**config.mk**
```make
export PLATFORM = sky130hd
export DESIGN_NAME = sigmoid_bwd_flat
export DESIGN_NICKNAME = d
export VERILOG_FILES = /design/src/rtl/sigmoid_bwd_pkg.sv /design/src/rtl/sigmoid_bwd_if.sv /design/src/rtl/sigmoid_bwd_fx_mul.sv /design/src/rtl/sigmoid_bwd.sv /design/src/flat_wrapper.sv
export SDC_FILE = /design/constraint.sdc
export NUM_CORES = 2
export LEC_CHECK = 0
export CELL_PAD_IN_SITES_DETAIL_PLACEMENT = 2
export CELL_PAD_IN_SITES_GLOBAL_PLACEMENT = 2
export CORE_MARGIN = 4
export CORE_UTILIZATION = 24
export CTS_CLUSTER_DIAMETER = 50
export DETAILED_ROUTE_END_ITERATION = 10
export DONT_BUFFER_PORTS = 1
export GPL_TIMING_DRIVEN = 0
export PLACE_DENSITY = 0.61
export SLEW_MARGIN = 20
export SYNTH_ARGS = -nofsm -noshare
export SYNTH_HDL_FRONTEND = slang
export SYNTH_SLANG_ARGS = --single-unit
```
**constraint.sdc**
```tcl
create_clock -name clk -period 9.6 [get_ports clk]
set_input_delay 0.96 -clock clk [delete_from_list [all_inputs] [get_ports clk]]
set_output_delay 0.96 -clock clk [all_outputs]
set_load 0.03 [all_outputs]
```
**src/rtl/sigmoid_bwd_pkg.sv**
```systemverilog
// Shared fixed-point constants and FSM encoding for the sigmoid backward unit.
// Optional rounding is selected with the SIGMOID_BWD_ROUND_EN macro.
package sigmoid_bwd_pkg;

    localparam int unsigned WIDTH = 32;
    localparam int unsigned FL    = 24;

    localparam logic [WIDTH-1:0] ONE        = WIDTH'(1) << FL;
    localparam logic [WIDTH-1:0] ZERO       = '0;
    localparam logic [WIDTH-1:0] ROUND_HALF = WIDTH'(1) << (FL - 1);

    typedef enum logic [1:0] {
        StIdle = 2'd0,
        StMul1 = 2'd1,
        StMul2 = 2'd2,
        StOut  = 2'd3
    } state_e;

endpackage

```
**src/rtl/sigmoid_bwd_if.sv**
```systemverilog
// Valid/ready request and response channels of the sigmoid backward unit.
// The slave modport is the datapath side; the master modport is the driver side.
interface sigmoid_bwd_if
    import sigmoid_bwd_pkg::*;
#(
    parameter int unsigned WIDTH = sigmoid_bwd_pkg::WIDTH
);
    logic                    in_valid;
    logic                    in_ready;
    logic signed [WIDTH-1:0] y_in;
    logic signed [WIDTH-1:0] g_in;
    logic                    out_valid;
    logic                    out_ready;
    logic signed [WIDTH-1:0] d_out;

    modport slave (
        input  in_valid,
        output in_ready,
        input  y_in,
        input  g_in,
        output out_valid,
        input  out_ready,
        output d_out
    );

    modport master (
        output in_valid,
        input  in_ready,
        output y_in,
        output g_in,
        input  out_valid,
        output out_ready,
        input  d_out
    );
endinterface

```
**src/rtl/sigmoid_bwd_fx_mul.sv**
```systemverilog
// Combinational signed Q-format multiply, keeping bits [FL+WIDTH-1:FL] of the product.
// With SIGMOID_BWD_ROUND_EN defined, half an LSB is added before slicing (round half up).
module sigmoid_bwd_fx_mul
    import sigmoid_bwd_pkg::*;
#(
    parameter int unsigned WIDTH = sigmoid_bwd_pkg::WIDTH,
    parameter int unsigned FL    = sigmoid_bwd_pkg::FL
) (
    input  logic signed [WIDTH-1:0] a_i,
    input  logic signed [WIDTH-1:0] b_i,
    output logic signed [WIDTH-1:0] p_o
);
    localparam int unsigned PW = 2 * WIDTH;

    logic signed [PW-1:0] prod;
    logic signed [PW-1:0] prod_adj;
    logic                 unused_prod_bits;

    assign prod = PW'(a_i) * PW'(b_i);

`ifdef SIGMOID_BWD_ROUND_EN
    assign prod_adj = prod + (PW'(1) << (FL - 1));
`else
    assign prod_adj = prod;
`endif

    assign p_o              = prod_adj[FL+WIDTH-1:FL];
    assign unused_prod_bits = ^{prod_adj[PW-1:FL+WIDTH], prod_adj[FL-1:0]};

endmodule

```
**src/rtl/sigmoid_bwd.sv**
```systemverilog
// Sigmoid backward pass d = g * y * (1 - y) using one time-shared fixed-point multiplier.
// Build with SIGMOID_BWD_ROUND_EN to round both products instead of truncating.
module sigmoid_bwd
    import sigmoid_bwd_pkg::*;
#(
    parameter int unsigned WIDTH = sigmoid_bwd_pkg::WIDTH,
    parameter int unsigned FL    = sigmoid_bwd_pkg::FL
) (
    input  logic         clk,
    input  logic         rst,
    input  logic         en,
    sigmoid_bwd_if.slave bus_io
);
    localparam logic signed [WIDTH-1:0] One = WIDTH'(1) << FL;

    state_e                  state_q, state_d;
    logic signed [WIDTH-1:0] y_q, y_d;
    logic signed [WIDTH-1:0] om_q, om_d;
    logic signed [WIDTH-1:0] g_q, g_d;
    logic signed [WIDTH-1:0] s_q, s_d;
    logic signed [WIDTH-1:0] d_q, d_d;
    logic                    out_valid_q, out_valid_d;

    logic signed [WIDTH-1:0] y_clamp;
    logic signed [WIDTH-1:0] mul_a, mul_b, mul_p;
    logic                    in_ready;

    // Out-of-range y pins to 0 or ONE so the product y*(1-y) becomes exactly zero.
    always_comb begin
        y_clamp = bus_io.y_in;
        if (bus_io.y_in < 0) begin
            y_clamp = '0;
        end else if (bus_io.y_in > One) begin
            y_clamp = One;
        end
    end

    assign mul_a = (state_q == StMul2) ? s_q : y_q;
    assign mul_b = (state_q == StMul2) ? g_q : om_q;

    sigmoid_bwd_fx_mul #(
        .WIDTH (WIDTH),
        .FL    (FL)
    ) u_fx_mul (
        .a_i (mul_a),
        .b_i (mul_b),
        .p_o (mul_p)
    );

    assign in_ready = en & ((state_q == StIdle) | ((state_q == StOut) & bus_io.out_ready));

    always_comb begin
        state_d     = state_q;
        y_d         = y_q;
        om_d        = om_q;
        g_d         = g_q;
        s_d         = s_q;
        d_d         = d_q;
        out_valid_d = out_valid_q;

        if (en) begin
            unique case (state_q)
                StIdle: begin
                    if (bus_io.in_valid) begin
                        y_d     = y_clamp;
                        om_d    = One - y_clamp;
                        g_d     = bus_io.g_in;
                        state_d = StMul1;
                    end
                end
                StMul1: begin
                    s_d     = mul_p;
                    state_d = StMul2;
                end
                StMul2: begin
                    d_d         = mul_p;
                    out_valid_d = 1'b1;
                    state_d     = StOut;
                end
                StOut: begin
                    if (bus_io.out_ready) begin
                        out_valid_d = 1'b0;
                        if (bus_io.in_valid) begin
                            y_d     = y_clamp;
                            om_d    = One - y_clamp;
                            g_d     = bus_io.g_in;
                            state_d = StMul1;
                        end else begin
                            state_d = StIdle;
                        end
                    end
                end
                default: state_d = StIdle;
            endcase
        end
    end

    always_ff @(posedge clk) begin
        if (rst) begin
            state_q     <= StIdle;
            y_q         <= '0;
            om_q        <= '0;
            g_q         <= '0;
            s_q         <= '0;
            d_q         <= '0;
            out_valid_q <= 1'b0;
        end else begin
            state_q     <= state_d;
            y_q         <= y_d;
            om_q        <= om_d;
            g_q         <= g_d;
            s_q         <= s_d;
            d_q         <= d_d;
            out_valid_q <= out_valid_d;
        end
    end

    assign bus_io.in_ready  = in_ready;
    assign bus_io.out_valid = out_valid_q;
    assign bus_io.d_out     = d_q;

endmodule
```
**src/flat_wrapper.sv**
```systemverilog
// flat-port wrapper written by rule: the top's interface ports become plain ports
module sigmoid_bwd_flat import sigmoid_bwd_pkg::*;
#(
    parameter int unsigned WIDTH = sigmoid_bwd_pkg::WIDTH,
    parameter int unsigned FL    = sigmoid_bwd_pkg::FL
)
  (clk, rst, en, bus_io_in_valid, bus_io_in_ready, bus_io_y_in, bus_io_g_in, bus_io_out_valid, bus_io_out_ready, bus_io_d_out);
  sigmoid_bwd_if #(.WIDTH(WIDTH)) bus_io_i ();
  input  logic clk;
  input  logic rst;
  input  logic en;
  input wire logic [$bits(bus_io_i.in_valid)-1:0] bus_io_in_valid;
  output wire logic [$bits(bus_io_i.in_ready)-1:0] bus_io_in_ready;
  input wire logic [$bits(bus_io_i.y_in)-1:0] bus_io_y_in;
  input wire logic [$bits(bus_io_i.g_in)-1:0] bus_io_g_in;
  output wire logic [$bits(bus_io_i.out_valid)-1:0] bus_io_out_valid;
  input wire logic [$bits(bus_io_i.out_ready)-1:0] bus_io_out_ready;
  output wire logic [$bits(bus_io_i.d_out)-1:0] bus_io_d_out;
  assign bus_io_i.in_valid = bus_io_in_valid;
  assign bus_io_in_ready = bus_io_i.in_ready;
  assign bus_io_i.y_in = bus_io_y_in;
  assign bus_io_i.g_in = bus_io_g_in;
  assign bus_io_out_valid = bus_io_i.out_valid;
  assign bus_io_i.out_ready = bus_io_out_ready;
  assign bus_io_d_out = bus_io_i.d_out;
  sigmoid_bwd #(.WIDTH(WIDTH), .FL(FL)) u_core (.clk(clk), .rst(rst), .en(en), .bus_io(bus_io_i));
endmodule
```
; ---- Word level (Yosys, flattened, before mapping)
; Index checks and enable logic that the tools add are counted.
[classes]
add_sub_neg = 1
div_mod_pow = 0
eq_ne = 5
muxes = 19
n_mul = 1
reduce_logical = 8
order_cmp = 2
n_shift = 0
bitwise = 3
[op_table]
columns = cell, n
row1 = 2-to-1 mux 32 bit, 10
row2 = case mux 32 bit (2 select lines), 3
row3 = multiplier 32 x 32 -> 56 bit, 1
row4 = greater-than comparator 32 x 26 -> 1 bit (second input constant), 1
row5 = less-than comparator 32 x 1 -> 1 bit (second input constant), 1
row6 = subtractor 26 x 32 -> 32 bit (first input constant), 1
row7 = AND reduction 3 bit, 3
row8 = case mux 2 bit (4 select lines), 1
row9 = == test 2 bit (second input constant), 2
row10 = 2-to-1 mux 2 bit, 2
row11 = != test 2 bit (second input constant), 2
row12 = AND reduction 2 bit, 2
row13 = nonzero test 2 bit, 2
row14 = AND 1 bit, 2
row15 = == test 2 x 1 -> 1 bit (second input constant), 1
row16 = logical NOT 2 bit, 1
row17 = 2-to-1 mux 1 bit, 2
row18 = case mux 1 bit (2 select lines), 1
row19 = OR 1 bit, 1
[word_totals]
reg_bits = 163
elab_cells = 46
mem_bits_rw = 0
latchBits = 0
romBits = 0
output_inout_bits = 34
mem_count = 0
in_bits = 69

; ---- Depth between registers and ports, before layout
[depth]
ltp_word = 7
ltp_mapped = 37
mapped_depth_nobuf = 31

; ---- Modules after synthesis
; Synthesis repeated with hierarchy kept, for this count alone.
[hier_totals]
cells_unflattened = 4363
area_unflattened_um2 = 39646.8
[by_module_without_submodules]
columns = module, cells_per_inst, seq_area_each_um2, instances, area_per_inst_um2
row1 = sigmoid_bwd_fx_mul, 3529, 0.0, 1, 32675.1
row2 = sigmoid_bwd, 834, 3223.1, 1, 6971.7

; ---- Worst setup path before layout
; OpenSTA, ideal clock, no wires.
[synth_timing]
kind = reg-to-reg
startpoint = reg u_core.state_q[0]
endpoint = reg u_core.d_q[21], in the netlist u_core.bus_io.d_out[21]
setup_slack_ns = 0.418
path_stages_with_launch = 34
setup_time_ns = 0.120
required_ns = 9.480
n_path_buf = 6
period_less_slack_ns = 9.182
t_arrival_ns = 9.062
cell_sequence = dfxtp_1 -> inv_1 -> ha_1 -> buf_2 -> buf_2 -> buf_2 -> buf_1 -> buf_1 -> mux2i_1 -> clkbuf_1 -> nor2_1 -> fa_1 -> fa_1 -> inv_1 -> fa_1 -> inv_1 -> fa_1 -> inv_1 -> fa_1 -> fa_1 -> fa_1 -> fa_1 -> inv_1 -> ha_1 -> nand2_1 -> o21ai_0 -> a21o_1 -> a41o_1 -> nor3_1 -> a21o_1 -> o21ai_0 -> a21boi_0 -> nor4_1 -> a211o_1
[synth_via]
elab_chain_cells = 3
word_cells_on_any_way = 5
cone_classes = 1 x mul / 1 x eq/ne / 2 x mux / 1 x reduce/logical
[synth_rtl]
columns = item, line
row1 = from (decl), sigmoid_bwd.sv:16  ; state_e state_q, state_d;
row2 = from (signal assigned), sigmoid_bwd.sv:100  ; state_q <= StIdle;
row3 = from (signal assigned), sigmoid_bwd.sv:108  ; state_q <= state_d;
row4 = == test 2 bit *, "sigmoid_bwd.sv:38, sigmoid_bwd.sv:39, sigmoid_bwd.sv:62"
row5 = 2-to-1 mux 32 bit (on tied branches), "sigmoid_bwd.sv:38, sigmoid_bwd.sv:39"
row6 = multiplier 32 x 32 -> 56 bit, sigmoid_bwd_fx_mul.sv:19  ; assign prod = PW'(a_i) * PW'(b_i);
row7 = to (signal assigned), sigmoid_bwd.sv:105  ; d_q <= '0;
row8 = to (signal assigned), sigmoid_bwd.sv:113  ; d_q <= d_d;
row9 = to (decl), sigmoid_bwd.sv:21  ; logic signed [WIDTH-1:0] d_q, d_d;
; Every way passes the cells marked *; elsewhere a longest branch is shown, timed or not.
; A chain may end at the register's enable or synchronous reset.

; ---- Final worst setup path
[layout_timing]
startpoint = reg u_core.state_q[0]
endpoint = reg u_core.s_q[15]
[layout_via]
elab_chain_cells = 3
word_cells_on_any_way = 6
cone_classes = 1 x mul / 2 x eq/ne / 2 x mux / 1 x reduce/logical
[layout_rtl]
columns = item, line
row1 = == test 2 bit, "sigmoid_bwd.sv:38, sigmoid_bwd.sv:39"
row2 = 2-to-1 mux 32 bit (on tied branches), "sigmoid_bwd.sv:38, sigmoid_bwd.sv:39"
row3 = multiplier 32 x 32 -> 56 bit, sigmoid_bwd_fx_mul.sv:19
row4 = to (signal assigned), sigmoid_bwd.sv:104  ; s_q <= '0;
row5 = to (signal assigned), sigmoid_bwd.sv:112  ; s_q <= s_d;
row6 = to (decl), sigmoid_bwd.sv:20  ; logic signed [WIDTH-1:0] s_q, s_d;
; Several ways; a longest one is shown, not always the timed one.

==> results.toml <==
[finish]
area.growth.synth_to_final_pct = 17.0
final_area_mm2 = 0.0457
layout_common_cells = "fa_1, inv_1, nand2_1, nor2_1, ha_1"
drive_gt1_share_pct = 10.5
layout.cells.most_common = "fa_1"
fillers = 18300
fin_nets = 5756

[die]
fp-row-count = 147
dieArea_mm2 = 0.169
io_pins = 103
die_w_um = 411
design.core.area_mm2 = 0.161
start_util_pct = 24.2
die_h_um = 411

[timing]
period_share_pct = 98.3
worst-slew-pin-transition_ns = 1.24
maxSlewViolCount = 0
fin_setup_tns_ns = 0
fmax_mhz = 106
layout_setup_ws_ns = 0.167
rsz0062_at_grt = "no"
setup_viol = 0
fin_hold_ws_ns = 0.478
fin_skew_ns = 0.0137
max_slew_margin_pct = 15.2
min_period_ns = 9.43
hold_viol_final = 0

[critical_path]
end_kind = "flop"
worstPathRequired_ns = 9.96
worst_ep_arrival_time_ns = 9.80
cpMostUsedCell = "fa_1"
cp_max_fo = 20
critical_path_class = "flop to flop"
cp_top_family = "adder cells"
crit_path_top_delay_cell = "clkbuf_1"
cpPeakStageDelay_ns = 0.82
cp-start-kind = "flop"
critPathBufInv = 5

[grt]
grt_antenna_before_repair = 15
grt_pass1_vias = 36900
grt_pass1_wl_mm = 279
track_usage_pct = 23.3
gr-total-overflow = 0
grt_max_degree = 17

[synth]
syn_inst = 4401
avgSynthCellArea_um2 = 8.87
netlist_area_mm2 = 0.0390
yosysUniqueCellTypes = 61
yosysWarnings = 0
ys_seq_elements = 161
yosys_most_used_dff = "dfxtp_1"
synth_edf_count = 0
yosysSeqAreaShare_pct = 8.25
synth-async-reset-ratio_pct = 0
syn_nets = 5628

[route]
routed_via_density = 4.84
wl_per_cell_um = 29.4
totalWireLength_mm = 197
postRouteAntennaNets = 0
drtIter0Drc = 2361
vias = 32500
drtPass1Iterations = 5
drc = 0

[placement]
portBuffers = 0
dpl.hpwl_mm = 163
gp_congestion = 0.960
pre_cts_slack_ns = -4.19
placed_area_mm2 = 0.0422

[run_status]
status = "complete, no violations"

[power]
peakVddDrop_uv = 127
p_leak_nw = 20.1
finalPower_mw = 1.83
p_per_area_mw_per_mm2 = 40.0

[flow_run]
maxCapViolCount = 0

[clock_network]
cts_made_buffers = 17
cts_sinks = 161
clockBufferDepth = 2
cts_tree = "built"
clk-insertion-delay-late_ns = 0.47
cts.clk_slew.worst_paths_ns = 0.08
cts.htree.levels = 4
root_buffer = "clkbuf_16"

[worst_hold_path]
hold_class = "flop to flop"
==> registers in the layout (all words and copies together) (netlist names) <==
name                     flops
u_core.bus_io.d_out         32
u_core.g_q                  32
u_core.om_q                 32
u_core.s_q                  32
u_core.y_q                  30
u_core.state_q               2
u_core.bus_io.out_valid      1
==> what timing repair did <==
action	in CTS	in global routing
gates resized for setup	436	104
setup endpoints to repair	64	51
hold buffers	0	0
pin swaps	5	9
buffers inserted	59	31
cloned	0	6
==> final timing paths <==
kind                           from         endpoint  slack, ns  cells after the start
hold reg to reg     u_core.om_q[31]  u_core.om_q[31]       0.48                      1
setup / recovery  u_core.state_q[0]   u_core.s_q[15]       0.17                     26
hold / removal      u_core.om_q[31]  u_core.om_q[31]       0.48                      1
setup reg to reg  u_core.state_q[0]   u_core.s_q[15]       0.17                     26
==> routing by layer <==
metal / track usage [%] / vias to the layer above / share of wire [%]
met4: 9.12 / 2 / 5.0
met5: 0 / - / 0.0056
met1: 30.0 / 17700 / 41
li1: - / 13300 / -
met3: 3.97 / 315 / 6.8
met2: 38.9 / 1116 / 47
==> synth_stat cells, drive strengths merged, types with 4 or more instances <==
cell type / number / share of area [%]
a21oi: 169 / 2.2
mux2: 59 / 1.7
o21bai: 5 / 0.096
nand4: 11 / 0.18
a21boi: 4 / 0.077
nor2: 507 / 4.9
fa: 982 / 50
inv: 902 / 8.7
nor3: 18 / 0.27
a21o: 31 / 0.60
nor2b: 8 / 0.13
a211oi: 19 / 0.40
or3: 7 / 0.11
ha: 176 / 5.6
dfxtp: 161 / 8.3
o21ai: 28 / 0.36
a211o: 7 / 0.16
o21a: 6 / 0.12
xnor2: 41 / 0.92
nand4b: 13 / 0.29
o211ai: 6 / 0.12
or4: 13 / 0.26
and3: 23 / 0.37
xor2: 19 / 0.43
clkbuf: 183 / 1.8
nand3b: 13 / 0.25
buf: 42 / 0.46
nor4: 6 / 0.096
mux2i: 62 / 1.6
a31oi: 7 / 0.11
nand3: 60 / 0.78
and2: 24 / 0.38
nand2: 751 / 7.2
nor3b: 7 / 0.13
==> logic make-up after synthesis <==
group	Yosys count	share of synthesized area (%)
buf+inv	1127	10.9
mux	121	3.29
simple gates	1468	15.5
flops	161	8.25
compound gates	306	4.75
fa+ha+maj	1158	56.0
xor+xnor	60	1.35
==> cell type report <==
cell class,instances,area (um^2),share of cell area [%]
Antenna cell,5,12.5,0.0274
Tap cell,2160,2700,5.92
Timing Repair Buffer,116,1260,2.75
Buffer,218,1780,3.90
Multi-Input combinational cell,3113,32700,71.5
Clock inverter,15,203,0.444
Inverter,902,3390,7.43
Sequential cell,161,3220,7.06
Clock buffer,17,425,0.931
==> report_power, final <==
part | internal [mW] | total [mW] | switching [mW]
clock network | 0.418 | 0.760 | 0.342
logic | 0.107 | 0.355 | 0.248
registers | 0.681 | 0.710 | 0.0291
==> metrics by stage <==
| step | std cells | util (%) |
|---|---|---|
| final | 6707 | 28.4 |
| after global routing | 6702 | 28.3 |
| after CTS | 6667 | 27.9 |
| after detailed placement | 6581 | 26.2 |
| after global placement | 6561 | 25.9 |
| after floorplan | 4401 | - |
Note: power is estimated with default switching activity, not from simulation.
